==> src/rtl/disp_fetch_pkg.sv <==
// disp_fetch_pkg: shared types and constants for the display frame-fetch controller.
//   fetch_state_t    - controller FSM states
//   OKAY             - AXI read response value for a clean beat
//   FRAME_BEATS, BURSTS_PER_FRAME, BURST_BYTES - derived sizes for the default 640x480 mode
//   frame_beats()    - 64-bit beats per frame for any resolution (2 pixels per beat)
package disp_fetch_pkg;

  typedef enum logic [2:0] {IDLE, RSTF, WAIT, ADDR, DATA} fetch_state_t;

  localparam logic [1:0] OKAY = 2'b00;

  localparam int H_PIXELS_DEF  = 640;
  localparam int V_LINES_DEF   = 480;
  localparam int BURST_LEN_DEF = 16;

  localparam int FRAME_BEATS      = H_PIXELS_DEF * V_LINES_DEF / 2;
  localparam int BURSTS_PER_FRAME = FRAME_BEATS / BURST_LEN_DEF;
  localparam int BURST_BYTES      = BURST_LEN_DEF * 8;

  function automatic int frame_beats(input int h, input int v);
    return h * v / 2;
  endfunction

endpackage

==> src/rtl/disp_fetch_addr.sv <==
// disp_fetch_addr: burst-offset counter for one frame.
//   clk, rst  - clock, synchronous active-high reset
//   clr       - restart the frame (offset and burst count to 0)
//   inc       - advance to the next burst
//   offset    - byte offset of the current burst from the frame base
//   last      - current burst is the final one of the frame
module disp_fetch_addr
  import disp_fetch_pkg::*;
#(
  parameter int BURSTS = BURSTS_PER_FRAME,
  parameter int STEP   = BURST_BYTES
) (
  input  logic        clk,
  input  logic        rst,
  input  logic        clr,
  input  logic        inc,
  output logic [31:0] offset,
  output logic        last
);

  localparam int CW = (BURSTS > 1) ? $clog2(BURSTS) : 1;

  logic [CW-1:0] cnt;

  // The offset wraps naturally modulo 2^32; the burst count alone decides "last".
  always_ff @(posedge clk) begin
    if (rst || clr) begin
      cnt    <= '0;
      offset <= '0;
    end else if (inc) begin
      cnt    <= cnt + CW'(1);
      offset <= offset + 32'(STEP);
    end
  end

  assign last = (cnt == CW'(BURSTS - 1));

endmodule

==> src/rtl/disp_fetch_ctrl.sv <==
// disp_fetch_ctrl: frame-fetch controller, AXI4 read master -> display FIFO write port.
// Build option: DISP_FETCH_RRESP_CHK_EN enables the sticky RD_ERR flag on non-OKAY beats;
// without it RD_ERR is tied low and RRESP is ignored.
// Ports:
//   ACLK, ARST               clock, synchronous active-high reset
//   DISPON, DISPSTART        display enable, one-cycle frame-start pulse
//   DISPADDR                 frame base byte address (bits [6:0] ignored)
//   BUF_WCOUNT               FIFO write-side fill level
//   ARADDR/ARLEN/ARVALID/ARREADY   AXI read address channel
//   RDATA/RRESP/RLAST/RVALID/RREADY AXI read data channel
//   FIFORST, FIFOWR, FIFOIN  FIFO reset, write strobe, write data
//   FETCH_BUSY, RD_ERR       activity, sticky read-error flag
module disp_fetch_ctrl
  import disp_fetch_pkg::*;
#(
  parameter int H_PIXELS   = H_PIXELS_DEF,
  parameter int V_LINES    = V_LINES_DEF,
  parameter int BURST_LEN  = BURST_LEN_DEF,
  parameter int FIFO_DEPTH = 512,
  parameter int RST_CYCLES = 8
) (
  input  logic        ACLK,
  input  logic        ARST,
  input  logic        DISPON,
  input  logic        DISPSTART,
  input  logic [31:0] DISPADDR,
  input  logic [9:0]  BUF_WCOUNT,
  output logic [31:0] ARADDR,
  output logic [7:0]  ARLEN,
  output logic        ARVALID,
  input  logic        ARREADY,
  input  logic [63:0] RDATA,
  input  logic [1:0]  RRESP,
  input  logic        RLAST,
  input  logic        RVALID,
  output logic        RREADY,
  output logic        FIFORST,
  output logic        FIFOWR,
  output logic [63:0] FIFOIN,
  output logic        FETCH_BUSY,
  output logic        RD_ERR
);

  localparam int N_BURSTS = frame_beats(H_PIXELS, V_LINES) / BURST_LEN;
  localparam int B_BYTES  = BURST_LEN * 8;
  localparam int RW       = $clog2(RST_CYCLES + 1);

  fetch_state_t  state, state_nxt;
  logic [RW-1:0] rst_cnt;
  logic          restart_req;
  logic          room, beat, burst_done, restart;
  logic          addr_inc, addr_clr, last_burst;
  logic [31:0]   offset, base;

  assign ARLEN = 8'(BURST_LEN - 1);
  assign base  = {DISPADDR[31:7], 7'b0};

  // Whole burst must fit with two words of slack, so beats never need back-pressure.
  assign room       = (32'(BUF_WCOUNT) + 32'(BURST_LEN)) <= 32'(FIFO_DEPTH - 2);
  assign beat       = RVALID & RREADY;
  assign burst_done = beat & RLAST;
  // A start pulse in the deciding cycle counts as well as one latched earlier.
  assign restart    = restart_req | DISPSTART;

  disp_fetch_addr #(.BURSTS(N_BURSTS), .STEP(B_BYTES)) u_addr (
    .clk    (ACLK),
    .rst    (ARST),
    .clr    (addr_clr),
    .inc    (addr_inc),
    .offset (offset),
    .last   (last_burst)
  );

  always_ff @(posedge ACLK) begin
    if (ARST) state <= IDLE;
    else      state <= state_nxt;
  end

  always_comb begin
    state_nxt = state;
    addr_inc  = 1'b0;
    addr_clr  = 1'b0;
    unique case (state)
      IDLE: if (DISPSTART && DISPON) state_nxt = RSTF;
      RSTF: begin
        addr_clr = 1'b1;
        if (rst_cnt == RW'(RST_CYCLES - 1)) state_nxt = WAIT;
      end
      WAIT: begin
        if (restart)      state_nxt = DISPON ? RSTF : IDLE;
        else if (!DISPON) state_nxt = IDLE;
        else if (room)    state_nxt = ADDR;
      end
      // ARVALID is held until accepted, whatever else happens.
      ADDR: if (ARREADY) state_nxt = DATA;
      // Every beat through RLAST is consumed before any restart or stop.
      DATA: if (burst_done) begin
        if (restart)                     state_nxt = DISPON ? RSTF : IDLE;
        else if (!DISPON || last_burst)  state_nxt = IDLE;
        else begin
          state_nxt = WAIT;
          addr_inc  = 1'b1;
        end
      end
      default: state_nxt = IDLE;
    endcase
  end

  always_ff @(posedge ACLK) begin
    if (ARST)                rst_cnt <= '0;
    else if (state == RSTF)  rst_cnt <= rst_cnt + RW'(1);
    else                     rst_cnt <= '0;
  end

  always_ff @(posedge ACLK) begin
    if (ARST)
      restart_req <= 1'b0;
    else if (state_nxt == RSTF || state_nxt == IDLE)
      restart_req <= 1'b0;
    else if (DISPSTART && (state == WAIT || state == ADDR || state == DATA))
      restart_req <= 1'b1;
  end

  // Outputs are registered decodes of the next state, so they line up with the state.
  always_ff @(posedge ACLK) begin
    if (ARST) begin
      ARVALID    <= 1'b0;
      RREADY     <= 1'b0;
      ARADDR     <= '0;
      FIFORST    <= 1'b0;
      FIFOWR     <= 1'b0;
      FIFOIN     <= '0;
      FETCH_BUSY <= 1'b0;
    end else begin
      ARVALID    <= (state_nxt == ADDR);
      RREADY     <= (state_nxt == DATA);
      FIFORST    <= (state_nxt == RSTF);
      FETCH_BUSY <= (state_nxt != IDLE);
      FIFOWR     <= beat;
      if (beat) FIFOIN <= RDATA;
      // Loaded only on entry to ADDR, so it stays stable while ARVALID is high.
      if (state != ADDR && state_nxt == ADDR) ARADDR <= base + offset;
    end
  end

  logic unused_addr_lsb;
  assign unused_addr_lsb = ^DISPADDR[6:0];

`ifdef DISP_FETCH_RRESP_CHK_EN
  always_ff @(posedge ACLK) begin
    if (ARST)                                    RD_ERR <= 1'b0;
    else if (state != RSTF && state_nxt == RSTF) RD_ERR <= 1'b0;
    else if (beat && RRESP != OKAY)              RD_ERR <= 1'b1;
  end
`else
  assign RD_ERR = 1'b0;
  logic unused_rresp;
  assign unused_rresp = ^RRESP;
`endif

endmodule

==> config.mk <==
export PLATFORM = sky130hd
export DESIGN_NAME = disp_fetch_ctrl
export DESIGN_NICKNAME = d
export VERILOG_FILES = /design/src/rtl/disp_fetch_pkg.sv /design/src/rtl/disp_fetch_addr.sv /design/src/rtl/disp_fetch_ctrl.sv
export SDC_FILE = /design/constraint.sdc
export NUM_CORES = 1
export LEC_CHECK = 0
export ABC_CLOCK_PERIOD_IN_PS = 7100
export BUFFER_PORTS_ARGS = -buffer_cell sky130_fd_sc_hd__buf_2
export CORE_MARGIN = 8
export CORE_UTILIZATION = 40
export CTS_BUF_LIST = sky130_fd_sc_hd__clkbuf_2 sky130_fd_sc_hd__clkbuf_4 sky130_fd_sc_hd__clkbuf_8
export DETAILED_ROUTE_END_ITERATION = 12
export PLACE_DENSITY_LB_ADDON = 0.3
export SYNTH_ARGS = -nofsm -noshare
export SYNTH_HDL_FRONTEND = slang
export SYNTH_HIERARCHICAL = 1
export SYNTH_SLANG_ARGS = --single-unit
==> constraint.sdc <==
create_clock -name ACLK -period 7.1 [get_ports ACLK]
set_clock_uncertainty 0.05 [all_clocks]
set_input_delay 1.065 -clock ACLK [delete_from_list [all_inputs] [get_ports ACLK]]
set_output_delay 1.065 -clock ACLK [all_outputs]
set_load 0.03 [all_outputs]
==> impl_summary.txt, run 1 <==
----------------------------------------------------
[Run status]
  Result of the run ... finished, final reports clean

[Global routing]
  Number of global-route vias before repair ... between 5000 and 6000
  Tot GR Track Use ... 0.170
  First-pass GRT wire length ... between 30000 and 40000 um
  Pin count of the biggest net entering global routing ... 67
  Initial antenna violation count ... 0
  Overall overflow remaining after global route ... 0

[Job]
  Max_cap viols ... 0

[Yosys]
  Proportion of synthesized chip area in sequential cells ... 0.422
  Synth Flop Type ... sky130_fd_sc_hd__dfxtp_1
  Mean post-synth cell area ... between 8 and 9 um2
  Flip-flop and latch count after synthesis ... 148
  Post-synthesis cell type count ... 67
  Number of enable-type register cells in the synthesized netlist ... 0
  Number of instances in the synthesized netlist ... between 800 and 900
  Async S/R FF share, synth ... 0
  Mapped Area ... roughly 0.0070 mm2
  Warnings from Yosys ... 6

[Finish]
  Ratio of cells with drive above 1 in the final layout ... 0.250
  Nets ... approximately 1200
  Total inserted antenna cells ... 0
  Area growth from synthesis to final layout ... 21.5%

[Clock tree]
  Clock tree sinks ... 148
  TritonCTS clock tree ... built
  Cts bufs inserted ... 17
  Buffers inserted by post-CTS timing repair ... 0
  Post-cts hold buffer count ... 0
  Clock Pin Slew Worst Setup and Hold Paths ... 0.09 ns
  H-Tree Depth ... 4
  Worst-Skew Late Latency ... 0.44 ns
  Maximum count of clock buffers along a single path ... 2
  Number of gates given a new drive strength after cts ... 0
  Root buffer cell ... sky130_fd_sc_hd__clkbuf_8

[Timing]
  Min Clock Period, post-route ... 3.93 ns
  Final setup vio count ... 0
  Hold Violations, Final ... 0
  RSZ-0062 raised after global routing ... no
  Worst-Margin Slew ... 0.872 ns
  Total Neg Setup Slack ... 0 ns
  Final worst-path cycle share ... 0.554
  Max-Slew Margin vs Limit ... 0.417
  Pins Over Slew Limit ... 0
  Achievable clock frequency ... 0.254 GHz

[Floorplan]
  Die height ... 148 um
  Number of placement rows ... 48
  DIE AREA ... 0.0220 mm2
  Top-level port count ... 225
  Width of the die ... 148 um
  Area of the core ... 0.0172 mm2
  Starting density of the core ... 0.407

[Route]
  Remaining design rule violation count ... 0
  Routed via count ... 6281
  Per-cell via count in the routed design ... 4.97
  Number of nets with antenna violations after routing ... 0
  Number of DRC violations after detailed-routing iteration 0 ... 320
  Drt total wl ... 19300 um
  First-pass iteration count of the detailed router ... 4
  Wire length per cell ... 15.3 um

[Pwr]
  Power per cell area ... around 190 mW/mm2
  Static leakage power ... approximately 0.0036 uW
  Power consumption ... roughly 1600 uW
  IR drop worst, VDD ... 0.0996 mV

[Placement]
  Final weighted congestion in routability-driven placement ... 0.845
  Detailed-placement wirelength estimate ... around 14000 um
  Port Buffers ... slightly above 200

[Setup path]
  Crit path largest cell delay ... 0.68 ns
  Worst Path Class, Setup ... primary input to flip-flop
  Type of element launching the critical path ... primary input
  Slowest cell on crit path ... sky130_fd_sc_hd__nor2_4
  Buffers plus inverters on the worst setup path ... 3
  Data arrival, critical path ... between 4 and 5 ns
  Critical path cell sequence ... buf_2 > and2_2 > buf_4 > nand4b_1 > a2bb2oi_1 > a2111oi_2 > a21oi_4 > nor2_4 > buf_4 > mux2i_1 > nor2_1
  Data required time at the worst endpoint ... between 7 and 8 ns
  Largest fanout on the critical path ... 66
  Delay-heaviest family, CP ... simple AND/OR/NAND/NOR gates
  Crit. End Element ... flip-flop
  Library cell appearing most often on the critical path ... sky130_fd_sc_hd__buf_4

[Hold path]
  Worst min-delay path category ... flip-flop to flip-flop

----------------------------------------------------
-- sequential cells by signal (all words and copies together) (netlist names) --
signal and cells:
ARADDR 32, FETCH_BUSY 1, ARVALID 1, FIFORST 1
FIFOIN 64, u_addr/offset 25, FIFOWR 1, rst_cnt 4
restart_req 1, RREADY 1, state 3, u_addr/cnt 14
-- routing by layer --
layer / vias up / track usage / routed length, um
met5: - / 0 / 0
met1: 2876 / 0.203 / 8600
met4: 0 / 0.0525 / 269
met2: 151 / 0.289 / 9310
met3: 19 / 0.0459 / 1080
li1: 3235 / - / -
-- final cells by class --
cell class | count | area [um2]
Fill cell | 1740 | 8700
Timing Repair Buffer | 211 | 1070
Tap cell | 225 | 282
Inverter | 20 | 75.1
Clock buffer | 17 | 234
Sequential cell | 148 | 2960
Multi-Input combinational cell | 627 | 3750
Clock inverter | 15 | 161
-- synth_stat cells (3+ instances only) --
cell,number,area share
sky130_fd_sc_hd__nand2_1,157,0.084
sky130_fd_sc_hd__dfxtp_1,148,0.42
sky130_fd_sc_hd__a21oi_1,97,0.069
sky130_fd_sc_hd__nor2_1,69,0.037
sky130_fd_sc_hd__clkbuf_1,32,0.017
sky130_fd_sc_hd__ha_1,29,0.052
sky130_fd_sc_hd__mux2i_1,25,0.036
sky130_fd_sc_hd__xnor2_1,25,0.031
sky130_fd_sc_hd__o21ai_0,21,0.015
sky130_fd_sc_hd__inv_1,20,0.011
sky130_fd_sc_hd__nand3_1,19,0.014
sky130_fd_sc_hd__buf_4,18,0.019
sky130_fd_sc_hd__xor2_1,16,0.020
sky130_fd_sc_hd__or3_1,14,0.012
sky130_fd_sc_hd__a21o_1,11,0.012
sky130_fd_sc_hd__nand4_1,11,0.0098
sky130_fd_sc_hd__o21a_1,11,0.012
sky130_fd_sc_hd__nor3_1,10,0.0071
sky130_fd_sc_hd__nand2b_1,9,0.0080
sky130_fd_sc_hd__and3_1,6,0.0053
sky130_fd_sc_hd__o211ai_1,6,0.0064
sky130_fd_sc_hd__and4_1,5,0.0062
sky130_fd_sc_hd__nor4_1,5,0.0045
sky130_fd_sc_hd__and2_1,4,0.0036
sky130_fd_sc_hd__buf_2,4,0.0029
sky130_fd_sc_hd__or4_1,4,0.0043
sky130_fd_sc_hd__conb_1,3,0.0016
sky130_fd_sc_hd__nand3b_1,3,0.0032
sky130_fd_sc_hd__nand4b_1,3,0.0037
sky130_fd_sc_hd__nor2b_1,3,0.0027
sky130_fd_sc_hd__nor3b_1,3,0.0032
sky130_fd_sc_hd__o21bai_1,3,0.0032
-- cells by family after synthesis --
logic type | synth area share
adders and majority gates | 0.0545
muxes | 0.0356
and+or+nand+nor | 0.228
AOI/OAI and AO/OA | 0.154
DFF | 0.422
other | 0.00160
buffers and inverters | 0.0526
xor gates and xnor gates | 0.0511
-- power by group --
part	switching, uW	internal, uW
combinational	55.3	37.7
clock	361	295
sequential	1.53	831
total	418	1160
-- worst min-delay path: cells and delay by family, from the launching register on --
family | cells | cell delay (ns)
AOI/OAI and AO/OA | 1 | 0.05
and+or+nand+nor | 1 | 0.05
DFF | 1 | 0.31
-- metrics by stage --
stage | cell area (um2) | instances | util | setup slack [ns] | hold slack (ns)
2_1_floorplan | 7070 | 852 | - | 3.85 | 0.368
3_3_place_gp | 8140 | 1231 | 0.472 | 2.68 | 0.385
3_5_place_dp | 8140 | 1231 | 0.472 | 2.67 | 0.393
4_1_cts | 8530 | 1263 | 0.495 | 3.15 | 0.406
5_1_grt | 8530 | 1263 | 0.495 | 2.94 | 0.424
6_report | 8530 | 1263 | 0.495 | 3.17 | 0.404
-- path summary, 6_finish.rpt --
| kind | start | endpoint | slack, ns | cells past startpoint |
|---|---|---|---|---|
| max reg2reg | RREADY | ARADDR[7] | 3.49 | 10 |
| max | RVALID | ARADDR[7] | 3.17 | 11 |
| min reg2reg | FIFOIN[54] | FIFOIN[54] | 0.40 | 2 |
| min | FIFOIN[54] | FIFOIN[54] | 0.40 | 2 |
-- placed cells by master (no fill, tap or decap), types with 4 or more instances in the layout --
cell	count
sky130_fd_sc_hd__or4_1	4
sky130_fd_sc_hd__nand4_1	11
sky130_fd_sc_hd__conb_1	16
sky130_fd_sc_hd__nand2_1	156
sky130_fd_sc_hd__mux2i_1	25
sky130_fd_sc_hd__and3_1	6
sky130_fd_sc_hd__clkbuf_8	17
sky130_fd_sc_hd__inv_6	6
sky130_fd_sc_hd__xnor2_1	25
sky130_fd_sc_hd__a21o_1	11
sky130_fd_sc_hd__dfxtp_1	148
sky130_fd_sc_hd__o21ai_0	21
sky130_fd_sc_hd__a21oi_1	97
sky130_fd_sc_hd__and4_1	5
sky130_fd_sc_hd__o21a_1	11
sky130_fd_sc_hd__buf_2	205
sky130_fd_sc_hd__buf_4	6
sky130_fd_sc_hd__xor2_1	16
sky130_fd_sc_hd__nor4_1	5
sky130_fd_sc_hd__o211ai_1	6
sky130_fd_sc_hd__inv_1	20
sky130_fd_sc_hd__nor3_1	10
sky130_fd_sc_hd__inv_8	4
sky130_fd_sc_hd__nand2b_1	9
sky130_fd_sc_hd__or3_1	14
sky130_fd_sc_hd__nor2_1	69
sky130_fd_sc_hd__ha_1	29
sky130_fd_sc_hd__nand3_1	19
(Power assumes the default switching activity.)
==> run 2: changes to the inputs <==
--- a/config.mk
+++ b/config.mk
@@ -5,7 +5,8 @@
 export SDC_FILE = /design/constraint.sdc
 export NUM_CORES = 1
 export LEC_CHECK = 0
-export ABC_CLOCK_PERIOD_IN_PS = 7100
+export ABC_AREA = 1
+export ABC_CLOCK_PERIOD_IN_PS = 3200
 export BUFFER_PORTS_ARGS = -buffer_cell sky130_fd_sc_hd__buf_2
 export CORE_MARGIN = 8
 export CORE_UTILIZATION = 40
==> constraint.sdc (replaced) <==
create_clock -name ACLK -period 3.2 [get_ports ACLK]
set_clock_uncertainty 0.05 [all_clocks]
set_input_delay 0.48 -clock ACLK [delete_from_list [all_inputs] [get_ports ACLK]]
set_output_delay 0.48 -clock ACLK [all_outputs]
set_load 0.03 [all_outputs]
==> impl_summary.txt, run 2 <==
----------------------------------------------------
[Floorplan]
  Area of the core ... 0.0200 mm2 (+16%)
  Width of the die ... 158 um (+6.2%)
  Starting density of the core ... 0.402 (-0.00560)
  DIE AREA ... 0.0249 mm2 (+13%)
  Die height ... 158 um (+6.2%)
  Top-level port count ... 225 (unchanged)
  Number of placement rows ... 52 (+8.3%)

[Placement]
  Port Buffers ... 206 (unchanged)
  Cell Area, Placed ... 0.00924 mm2 (+14%)
  Post-Place Cells ... 1708 (+39%)
  Detailed-placement wirelength estimate ... 17600 um (+22%)
  Final weighted congestion in routability-driven placement ... 0.886 (+4.8%)

[Yosys]
  Top-area cell type share of the netlist area ... 0.369 (-0.0528)
  Top cells by count, synth ... 297 x sky130_fd_sc_hd__nand2_1, 287 x sky130_fd_sc_hd__nor2_1, 148 x sky130_fd_sc_hd__dfxtp_1, 133 x sky130_fd_sc_hd__inv_1, 85 x sky130_fd_sc_hd__o21ai_0
  Async S/R FF share, synth ... 0 (unchanged)
  Dominant cells by area after synthesis ... sky130_fd_sc_hd__dfxtp_1 37%, sky130_fd_sc_hd__nand2_1 14%, sky130_fd_sc_hd__nor2_1 13%
  Proportion of synthesized chip area in sequential cells ... 0.369 (-0.0528)
  Number of enable-type register cells in the synthesized netlist ... 0 (unchanged)
  Mapped Area ... 0.00803 mm2 (+14%)
  Number of instances in the synthesized netlist ... 1265 (+51%)
  Post-synthesis cell type count ... 36 (-46%)
  Warnings from Yosys ... 6 (unchanged)
  Leading cell type by number of instances after synthesis ... sky130_fd_sc_hd__nand2_1
  Mean post-synth cell area ... 6.34 um2 (-24%)
  Flip-flop and latch count after synthesis ... 148 (unchanged)
  Post-synthesis cell type with the largest combined area ... sky130_fd_sc_hd__dfxtp_1
  Synth Flop Type ... sky130_fd_sc_hd__dfxtp_1

[Setup path]
  Data required time at the worst endpoint ... 3.50 ns (-3.87 ns)
  Largest fanout on the critical path ... 46 (-30%)
  Worst Path Class, Setup ... flip-flop to flip-flop
  Type of element launching the critical path ... flip-flop
  Data arrival, critical path ... 2.78 ns (-1.42 ns)
  Crit. End Element ... flip-flop

[Clock tree]
  H-Tree Depth ... 4 (unchanged)
  Worst-Skew Late Latency ... 0.45 ns (about the same)
  TritonCTS clock tree ... built
  Post-cts hold buffer count ... 0 (unchanged)
  Clock tree sinks ... 148 (unchanged)
  Number of gates given a new drive strength after cts ... 0 (unchanged)
  Root buffer cell ... sky130_fd_sc_hd__clkbuf_8
  Buffers inserted by post-CTS timing repair ... 0 (unchanged)
  Maximum count of clock buffers along a single path ... 2 (unchanged)
  Clock Pin Slew Worst Setup and Hold Paths ... 0.11 ns (+0.02 ns)
  Cts bufs inserted ... 17 (unchanged)

[Hold path]
  Worst min-delay path category ... primary input to flip-flop

[Finish]
  Max FFs per register ... 64 (unchanged)
  Commonest non-fill, non-tap cell in the layout ... sky130_fd_sc_hd__nand2_1
  Register containing the most flip-flops in the final layout ... FIFOIN
  Post-Layout Cell Count ... 1741 (+38%)
  Nets ... 1602 (+37%)
  Ratio of cells with drive above 1 in the final layout ... 0.198 (-0.0516)
  Leading cell types in the layout, fill and taps excluded ... 297 x sky130_fd_sc_hd__nand2_1, 286 x sky130_fd_sc_hd__nor2_1, 206 x sky130_fd_sc_hd__buf_2
  Fin area ... 0.00965 mm2 (+13%)
  Filler cell count in the final layout ... 2124 (+22%)
  Top Registers ... FIFOIN x64, ARADDR x32, u_addr/offset x25
  Area growth from synthesis to final layout ... 20.3%

[Timing]
  Worst-Margin Slew ... 1.12 ns (+0.243 ns)
  Max-Slew Margin vs Limit ... 0.256 (-0.161)
  Final worst-path cycle share ... 0.774
  Min Clock Period, post-route ... 2.48 ns
  Final setup vio count ... 0 (unchanged)
  Achievable clock frequency ... 0.404 GHz
  Hold Violations, Final ... 0 (unchanged)
  RSZ-0062 raised after global routing ... no
  Pins Over Slew Limit ... 0 (unchanged)
  Total Neg Setup Slack ... 0 ns (unchanged)

[Pwr]
  Relative contribution of combinational cells to total power ... 0.076 (+0.017)
  Power consumption ... 3600 uW (+130%)
  Power per cell area ... 373 mW/mm2 (+100%)
  Clk pwr share ... 0.411 (-0.004)
  Switching Fraction ... 0.292 (+0.0279)
  Int Power ... 2550 uW (+120%)
  Share of power burned in registers ... 0.513 (-0.014)
  Static leakage power ... 0.00488 uW (+34%)
  Reported net switching power ... 1050 uW (+150%)
  IR drop worst, VDD ... 0.231 mV (+130%)

[Global routing]
  First-pass GRT wire length ... 36000 um (+19%)
  Met3 track demand over resource ... 0.0363 (-0.00957)
  M2 GR Usage ... 0.287 (-0.00270)
  Initial antenna violation count ... 1 (+1)
  Met1 layer usage reported by global route ... 0.238 (+0.0347)
  Number of global-route vias before repair ... 7328 (+25%)
  Pin count of the biggest net entering global routing ... 66 (-1.5%)
  Busiest grt layer ... met2
  Overall overflow remaining after global route ... 0 (unchanged)
  Tot GR Track Use ... 0.180 (+0.0101)

[Route]
  Number of nets with antenna violations after routing ... 0 (unchanged)
  Remaining design rule violation count ... 0 (unchanged)
  Wire length per cell ... 13.0 um (-14%)
  First-pass iteration count of the detailed router ... 5 (+1)
  Per-cell via count in the routed design ... 4.62 (-7.1%)
  Routed via count ... 8040 (+28%)
  Number of DRC violations after detailed-routing iteration 0 ... 515 (+61%)
  Drt total wl ... 22700 um (+18%)

[Job]
  Max_cap viols ... 0 (unchanged)

[Run status]
  Result of the run ... finished, final reports clean

----------------------------------------------------
[run 2: logic make-up after synthesis]
| family | after synthesis | share of synthesized area |
|---|---|---|
| compound gates | 143 | 0.0915 |
| xor+xnor | 9 | 0.00982 |
| fa+ha+maj | 30 | 0.0477 |
| buf+inv | 216 | 0.110 |
| flops | 148 | 0.369 |
| other cells | 3 | 0.00140 |
| simple gates | 716 | 0.370 |
[run 2: worst paths after layout]
check | from | to | slack [ns] | cells past startpoint
setup / recovery | u_addr/cnt[1] | ARADDR[0] | 0.72 | 11
hold / removal | RDATA[56] | FIFOIN[56] | 0.21 | 3
setup reg to reg | u_addr/cnt[1] | ARADDR[0] | 0.72 | 11
hold reg to reg | rst_cnt[0] | rst_cnt[0] | 0.41 | 1
[run 2: routing by layer]
layer  part of all wire  wire length, um
met5            0.00057               13
met2               0.46            10400
met1               0.47            10600
met3              0.058             1320
met4              0.018              401
[run 2: area by class of cell]
type	instances	area, um2	area share
tap	270	338	0.0350
timing repair buffer	211	1090	0.113
antenna	1	2.50	0.000259
sequential	148	2960	0.307
multi-input combinational	914	4230	0.438
inverter	165	619	0.0642
clock inverter	15	174	0.0180
clock buffer	17	234	0.0242
[run 2: metrics by stage]
step | util | setup WS [ns] | hold slack [ns]
2_1_floorplan | - | 1.08 | 0.368
3_3_place_gp | 0.463 | 0.742 | 0.381
3_5_place_dp | 0.463 | 0.684 | 0.393
4_1_cts | 0.483 | 0.724 | 0.181
5_1_grt | 0.483 | 0.398 | 0.184
6_report | 0.483 | 0.722 | 0.211
[run 2: worst max-delay path, stage by stage, from the launching register on]
cell and delay, ns:
sky130_fd_sc_hd__dfxtp_1 0.37, sky130_fd_sc_hd__ha_1 0.21, sky130_fd_sc_hd__nand3_1 0.10, sky130_fd_sc_hd__nor3_1 0.26, sky130_fd_sc_hd__nor2_1 0.08, sky130_fd_sc_hd__nand3_1 0.12
sky130_fd_sc_hd__nand4_2 0.39, sky130_fd_sc_hd__nand3_2 0.32, sky130_fd_sc_hd__buf_12 0.25, sky130_fd_sc_hd__nand2_1 0.09, sky130_fd_sc_hd__nand2_1 0.07, sky130_fd_sc_hd__nor2_1 0.05
[run 2: power groups by stage]
stage          clock (uW)  sequential [uW]  combinational [uW]
3_5_place_dp            0             1890                 271
3_3_place_gp            0             1890                 270
2_1_floorplan           0             1890                 170
6_report             1480             1850                 274
5_1_grt              1610             1850                 310
4_1_cts              1530             1850                 272
